<file path="src/rtl/key_event_controller_if.sv">
// Key event controller bus: raw keys and frame clock in, interrupt/events/levels out.
// Latency: none (wiring only).
// Backpressure: interrupt is held until int_ack; new presses queue in the controller meanwhile.
//
// Ports carried:
//   key_in        raw asynchronous key levels, 1 = pressed
//   frame_rt_clk  divided frame clock, sampled as data
//   int_ack       CPU acknowledge
//   key_interrupt level interrupt to the CPU
//   key_events    presses delivered with the current interrupt
//   key_held      debounced key levels
//   frame_tick    one-cycle pulse per frame_rt_clk rising edge
interface key_event_controller_if #(
  parameter int NUM_KEYS = 4
);
  logic [NUM_KEYS-1:0] key_in;
  logic                frame_rt_clk;
  logic                int_ack;
  logic                key_interrupt;
  logic [NUM_KEYS-1:0] key_events;
  logic [NUM_KEYS-1:0] key_held;
  logic                frame_tick;

  // Controller side
  modport slave (
    input  key_in, frame_rt_clk, int_ack,
    output key_interrupt, key_events, key_held, frame_tick
  );

  // Board / CPU side
  modport master (
    output key_in, frame_rt_clk, int_ack,
    input  key_interrupt, key_events, key_held, frame_tick
  );
endinterface

</file>
<file path="src/rtl/key_event_controller.sv">
// Debounces NUM_KEYS push buttons and delivers collected presses to the CPU once per frame.
// Latency: key_held follows a clean input step after 2 + DEBOUNCE_CYCLES cycles; interrupt one cycle after frame_tick.
// Backpressure: while the interrupt awaits int_ack, new presses accumulate in a sticky pending set.
//
// Ports: sysclk (clock), reset (async active-high), bus (key_event_controller_if.slave:
//   key_in, frame_rt_clk, int_ack in; key_interrupt, key_events, key_held, frame_tick out).
// Optional feature: define KEY_EVENT_AUTO_REPEAT_EN to re-raise a held key every REPEAT_FRAMES frames.
module key_event_controller #(
  parameter int NUM_KEYS        = 4,
  parameter int DEBOUNCE_CYCLES = 1000000,
  parameter int REPEAT_FRAMES   = 15
) (
  input  logic                    sysclk,
  input  logic                    reset,
  key_event_controller_if.slave   bus
);

  if (NUM_KEYS < 1 || NUM_KEYS > 16 || DEBOUNCE_CYCLES < 1 || REPEAT_FRAMES < 1) begin : g_param_check
    $error("key_event_controller: parameter out of range");
  end

  localparam int CW = $clog2(DEBOUNCE_CYCLES + 1);
  localparam logic [CW-1:0] DB_LAST = CW'(DEBOUNCE_CYCLES - 1);

  typedef enum logic {IDLE, WAIT_ACK} state_t;

  logic [NUM_KEYS-1:0] key_s1, key_s2;
  logic                frame_s1, frame_s2, frame_prev;
  logic                tick_q;
  logic [NUM_KEYS-1:0] held_q, held_nxt;
  logic [NUM_KEYS-1:0] rep_hit;
  logic [NUM_KEYS-1:0] new_evt;
  logic [NUM_KEYS-1:0] pending_q, pending_nxt;
  logic [NUM_KEYS-1:0] events_q, events_nxt;
  logic                irq_q, irq_nxt;
  state_t              state_q, state_nxt;

  // Two-flop synchronisers; frame_prev gives the edge detector its "seen 0" history.
  always_ff @(posedge sysclk or posedge reset) begin
    if (reset) begin
      key_s1     <= '0;
      key_s2     <= '0;
      frame_s1   <= 1'b0;
      frame_s2   <= 1'b0;
      frame_prev <= 1'b0;
      tick_q     <= 1'b0;
    end else begin
      key_s1     <= bus.key_in;
      key_s2     <= key_s1;
      frame_s1   <= bus.frame_rt_clk;
      frame_s2   <= frame_s1;
      frame_prev <= frame_s2;
      tick_q     <= frame_s2 & ~frame_prev;
    end
  end

  // Per-key debounce: counts consecutive cycles of disagreement; the count saturates
  // into an accepted level change, so it never wraps.
  for (genvar i = 0; i < NUM_KEYS; i++) begin : g_debounce
    logic [CW-1:0] cnt;
    logic          differs;
    assign differs     = key_s2[i] ^ held_q[i];
    assign held_nxt[i] = (differs && cnt == DB_LAST) ? key_s2[i] : held_q[i];

    always_ff @(posedge sysclk or posedge reset) begin
      if (reset)                 cnt <= '0;
      else if (!differs)         cnt <= '0;
      else if (cnt == DB_LAST)   cnt <= '0;
      else                       cnt <= cnt + 1'b1;
    end
  end

`ifdef KEY_EVENT_AUTO_REPEAT_EN
  localparam int RW = $clog2(REPEAT_FRAMES + 1);
  localparam logic [RW-1:0] RP_LAST = RW'(REPEAT_FRAMES - 1);

  // Frame counter per held key; the REPEAT_FRAMES-th tick re-arms the key.
  for (genvar i = 0; i < NUM_KEYS; i++) begin : g_repeat
    logic [RW-1:0] rp_cnt;
    assign rep_hit[i] = held_q[i] & tick_q & (rp_cnt == RP_LAST);

    always_ff @(posedge sysclk or posedge reset) begin
      if (reset)            rp_cnt <= '0;
      else if (!held_q[i])  rp_cnt <= '0;
      else if (tick_q)      rp_cnt <= (rp_cnt == RP_LAST) ? '0 : rp_cnt + 1'b1;
    end
  end
`else
  assign rep_hit = '0;
`endif

  // Rising edges of the debounced level are presses; releases are silent.
  assign new_evt = (held_nxt & ~held_q) | rep_hit;

  always_ff @(posedge sysclk or posedge reset) begin
    if (reset) begin
      held_q    <= '0;
      pending_q <= '0;
      events_q  <= '0;
      irq_q     <= 1'b0;
      state_q   <= IDLE;
    end else begin
      held_q    <= held_nxt;
      pending_q <= pending_nxt;
      events_q  <= events_nxt;
      irq_q     <= irq_nxt;
      state_q   <= state_nxt;
    end
  end

  always_comb begin
    state_nxt   = state_q;
    irq_nxt     = irq_q;
    events_nxt  = events_q;
    pending_nxt = pending_q | new_evt;
    case (state_q)
      IDLE: begin
        if (tick_q && pending_q != '0) begin
          events_nxt  = pending_q;
          // Presses landing on the delivery edge stay queued for the next frame.
          pending_nxt = new_evt;
          irq_nxt     = 1'b1;
          state_nxt   = WAIT_ACK;
        end
      end
      WAIT_ACK: begin
        // Ack takes priority over a coincident frame tick; the tick is simply lost.
        if (bus.int_ack) begin
          events_nxt = '0;
          irq_nxt    = 1'b0;
          state_nxt  = IDLE;
        end
      end
      default: state_nxt = IDLE;
    endcase
  end

  assign bus.key_interrupt = irq_q;
  assign bus.key_events    = events_q;
  assign bus.key_held      = held_q;
  assign bus.frame_tick    = tick_q;

endmodule

</file>
<file path="src/flat_wrapper.sv">
// flat-port wrapper written by rule: the top's interface ports become plain ports
module key_event_controller_flat 
#(
  parameter int NUM_KEYS        = 4,
  parameter int DEBOUNCE_CYCLES = 1000000,
  parameter int REPEAT_FRAMES   = 15
)
  (sysclk, reset, bus_key_in, bus_frame_rt_clk, bus_int_ack, bus_key_interrupt, bus_key_events, bus_key_held, bus_frame_tick);
  key_event_controller_if #(.NUM_KEYS(NUM_KEYS)) bus_i ();
  input  logic sysclk;
  input  logic reset;
  input wire logic [$bits(bus_i.key_in)-1:0] bus_key_in;
  input wire logic [$bits(bus_i.frame_rt_clk)-1:0] bus_frame_rt_clk;
  input wire logic [$bits(bus_i.int_ack)-1:0] bus_int_ack;
  output wire logic [$bits(bus_i.key_interrupt)-1:0] bus_key_interrupt;
  output wire logic [$bits(bus_i.key_events)-1:0] bus_key_events;
  output wire logic [$bits(bus_i.key_held)-1:0] bus_key_held;
  output wire logic [$bits(bus_i.frame_tick)-1:0] bus_frame_tick;
  assign bus_i.key_in = bus_key_in;
  assign bus_i.frame_rt_clk = bus_frame_rt_clk;
  assign bus_i.int_ack = bus_int_ack;
  assign bus_key_interrupt = bus_i.key_interrupt;
  assign bus_key_events = bus_i.key_events;
  assign bus_key_held = bus_i.key_held;
  assign bus_frame_tick = bus_i.frame_tick;
  key_event_controller #(.NUM_KEYS(NUM_KEYS), .DEBOUNCE_CYCLES(DEBOUNCE_CYCLES), .REPEAT_FRAMES(REPEAT_FRAMES)) u_core (.sysclk(sysclk), .reset(reset), .bus(bus_i));
endmodule
</file>
<file path="config.mk">
export PLATFORM = sky130hd
export DESIGN_NAME = key_event_controller_flat
export DESIGN_NICKNAME = d
export VERILOG_FILES = /design/src/rtl/key_event_controller_if.sv /design/src/rtl/key_event_controller.sv /design/src/flat_wrapper.sv
export SDC_FILE = /design/constraint.sdc
export NUM_CORES = 1
export LEC_CHECK = 0
export CORE_MARGIN = 5
export CORE_UTILIZATION = 50
export CTS_CLUSTER_DIAMETER = 120
export DETAILED_ROUTE_END_ITERATION = 12
export GPL_TIMING_DRIVEN = 0
export PLACE_DENSITY = 0.67
export SLEW_MARGIN = 20
export SYNTH_ARGS = -nofsm -noshare
export SYNTH_HDL_FRONTEND = slang
export SYNTH_SLANG_ARGS = --single-unit
</file>
<file path="constraint.sdc">
create_clock -name sysclk -period 4.3 [get_ports sysclk]
set_input_delay 0.86 -clock sysclk [delete_from_list [all_inputs] [get_ports sysclk]]
set_output_delay 0.86 -clock sysclk [all_outputs]
set_load 0.05 [all_outputs]
</file>
==> metrics.yaml <==
outcome:
  status: "complete, no violations"
min_path:
  hp-start: "u_core.key_s1[0]"
  hp-class: "flop to flop"
  min_path_cells: 0
  min_to: "u_core.key_s2[0]"
layout:
  ff_latch_area_mm2: 0.00265
  multiInputGateArea_mm2: 0.00215
  postLayoutCellArea_mm2: 0.00556
  nets: 535
  num_antenna_cells: 0
  drive_gt1_share_pct: 5.89
  fill_cells: 876
  area_delta_synth_final_pct: 12.1
global_routing:
  grt_usage_pct: 16.8
  grt_pass1_wl_mm: 16.1
  grt_max_degree: 81
  grt_pass1_vias: 3552
  grt_overflow: 0
  antenna_found_initial: 0
die:
  io_pins: 18
  die_h_um: 110
  coreArea_mm2: 0.00973
  fp.dieW_um: 110
  rows: 36
  die_area_mm2: 0.0120
  initial_core_util_pct: 51.0
worst_setup_path:
  reg2reg_depth: 5
  ff2ff_setup_slack_ps: 1950
  max_stage_delay_ps: 840
  path_delay_family: "buffers and inverters"
  cp.arrival_ps: 1630
  reg2reg_from: "u_core.g_debounce[0].cnt[10]"
  reg2reg_to: "u_core.g_debounce[0].cnt[11]"
  critPathKind: "flop to primary output"
  path_cells: "clkdlybuf4s50_1"
  cp-end-kind: "primary output"
  critical_path_buf_inv_count: 1
  crit_path_max_fanout: 4
  cp_slowest_cell: "clkdlybuf4s50_1"
  cp_data_required_time_ps: 3440
  start_kind: "flop"
clock_tree:
  path_clk_slew_ps: 100
  hold_buffers: 0
  cts_root_buf: "clkbuf_8"
  clockBufferDepth: 2
  cts_buffers: 9
  cts_tree: "done"
  cts_resized: 0
  insertion_delay_ps: 360
  cts_setup_buffers: 0
  clock_sinks: 106
  cts_max_level: 3
route:
  antenna_left: 0
  totalWireLength_mm: 9.26
  wl_per_cell_um: 14.1
  drt_iter0_drc: 163
  firstDrtPassIters: 4
  num_vias: 3619
  routed_via_density: 5.49
  drc_errors: 0
pwr:
  worst_ir_drop_vdd_uv: 206
  power_frac_clock_pct: 38.5
  pwr-share-comb_pct: 5.0
  power.switching_uw: 402
  pwr-share-seq_pct: 56.4
  pwr_density_cell_mw_per_mm2: 329
  switching_share_pct: 22.0
  p_total_uw: 1830
  leakagePower_uw: 0.00218
  p_int_uw: 1430
sta:
  finClkSkew_ps: 9.69
  rsz0062_at_grt: "false"
  fin_hold_ws_ps: 355
  slew_viol_final: 0
  setup_viol: 0
  fin_tns_setup_ps: 0
  final-hold-violation-count: 0
  max_freq_mhz: 401
  slew_headroom_pct: 65.9
  tightest_slew_ps: 510
  fin_crit_ps: 2490
  period_share_pct: 58.0
yosys:
  netlist_top_cells_area: "dfrtp_1 54%, xnor2_1 5.1%, nor2_1 4.5%"
  yosysWarnings: 0
  yosysTopAreaCell: "dfrtp_1"
  syn_area_per_cell_um2: 10.0
  synth-compound-area-share_pct: 8.76
  synth_fa_ha_area_share_pct: 1.01
  ys.flop_type: "dfrtp_1"
  synth_top_family_by_area: "simple AND/OR/NAND/NOR gates"
  synth_xor_xnor_area_share_pct: 8.83
  synth_commonest_cells: "106 x dfrtp_1, 60 x nor2_1, 34 x nand3_1"
  yosysUniqueCellTypes: 46
  async_flop_share_pct: 100
  yosysMostFrequentCell: "dfrtp_1"
  synth_edf_count: 0
  synth-simple-area-share_pct: 23.9
  netlist.area_leader.share_pct: 53.5
  syn_nets: 506
  synth_mux_area_share_pct: 0.984
  ys_seq_area_share_pct: 53.5
  synthCells: 494
  syn-cell-area_mm2: 0.00496
  synth_seq_cells: 106
placement:
  hpwl_mm: 6.33
  portBuffers: 17
  finalWeightedCongestion: 0.860
  placed_area_mm2: 0.00533
job:
  cap_viol_max_count: 0
power groups by stage:
stage	Clock [µW]	Sequential, µW	Combinational, µW
2_1_floorplan	0	1060	46.4
3_3_place_gp	0	1050	89.0
3_5_place_dp	0	1050	94.2
4_1_cts	731	1030	95.0
5_1_grt	770	1040	105
6_report	705	1030	91.7
cells in the final DEF, fill, tap and decap left out, types with 3 or more instances in the layout:
cell and count:
dfrtp_1 106, nor2_1 60, nand3_1 34, nand2_1 29, xnor2_1 29, a21oi_1 27, inv_1 24, xor2_1 21
o21ai_0 17, clkdlybuf4s50_1 17, or4_1 16, or3_1 16, nor3_1 14, nand4_1 13, clkbuf_1 13, nor4_1 9
o31ai_1 9, clkbuf_8 9, and3_1 8, ha_1 4, mux2_2 3, nand2b_1 3, o41ai_1 3, a32o_1 3
and4_1 3, bufinv_16 3
metrics by stage:
stage	worst slack (ps)	instances	utilization [%]
2_1_floorplan	651	494	-
3_3_place_gp	-867	644	54.4
3_5_place_dp	1960	645	54.7
4_1_cts	1770	659	57.1
5_1_grt	1750	659	57.1
6_report	1810	659	57.1
worst max-delay path by stage:
stage	from	end	cells past startpoint
after detailed placement	u_core.g_debounce[0].cnt[10]	u_core.g_debounce[0].cnt[10]	5
after global placement	reset	u_core.g_debounce[1].cnt[9]	2
after global routing	u_core.bus.key_held[1]	bus_key_held[1]	1
after CTS	u_core.bus.key_held[0]	bus_key_held[0]	1
after floorplan	reset	u_core.bus.frame_tick	1
final	u_core.bus.key_held[1]	bus_key_held[1]	1
per-layer routing:
metal	vias to the layer above	global-route usage (%)	part of all wire [%]
met5	-	0	0
met4	0	5.52	1.7
met3	14	4.23	3.8
met2	44	26.9	47
met1	1755	22.4	48
li1	1806	-	-
cell type report:
class                           instances  area share (%)
Sequential cell                       106            47.7
Multi-Input combinational cell        349            38.8
Timing Repair Buffer                   18            3.56
Tap cell                              133            3.00
Clock buffer                            9            2.23
Clock inverter                          5            1.89
Inverter                               25            1.78
Buffer                                 14            1.01
registers in the layout, summed over array words and instances (netlist names):
register / cells
u_core.key_s1: 4
u_core.pending_q: 4
u_core.state_q: 1
u_core.frame_prev: 1
u_core.key_s2: 4
u_core.bus.key_events: 4
u_core.g_debounce.cnt: 80
u_core.frame_s2: 1
u_core.frame_s1: 1
u_core.bus.key_held: 4
u_core.bus.key_interrupt: 1
u_core.bus.frame_tick: 1
kinds of logic after synthesis:
family	count (synthesis)
flops	106
simple gates	223
fa+ha+maj	4
mux	4
buf+inv	39
compound gates	68
xor+xnor	50
(Power assumes the default switching activity.)
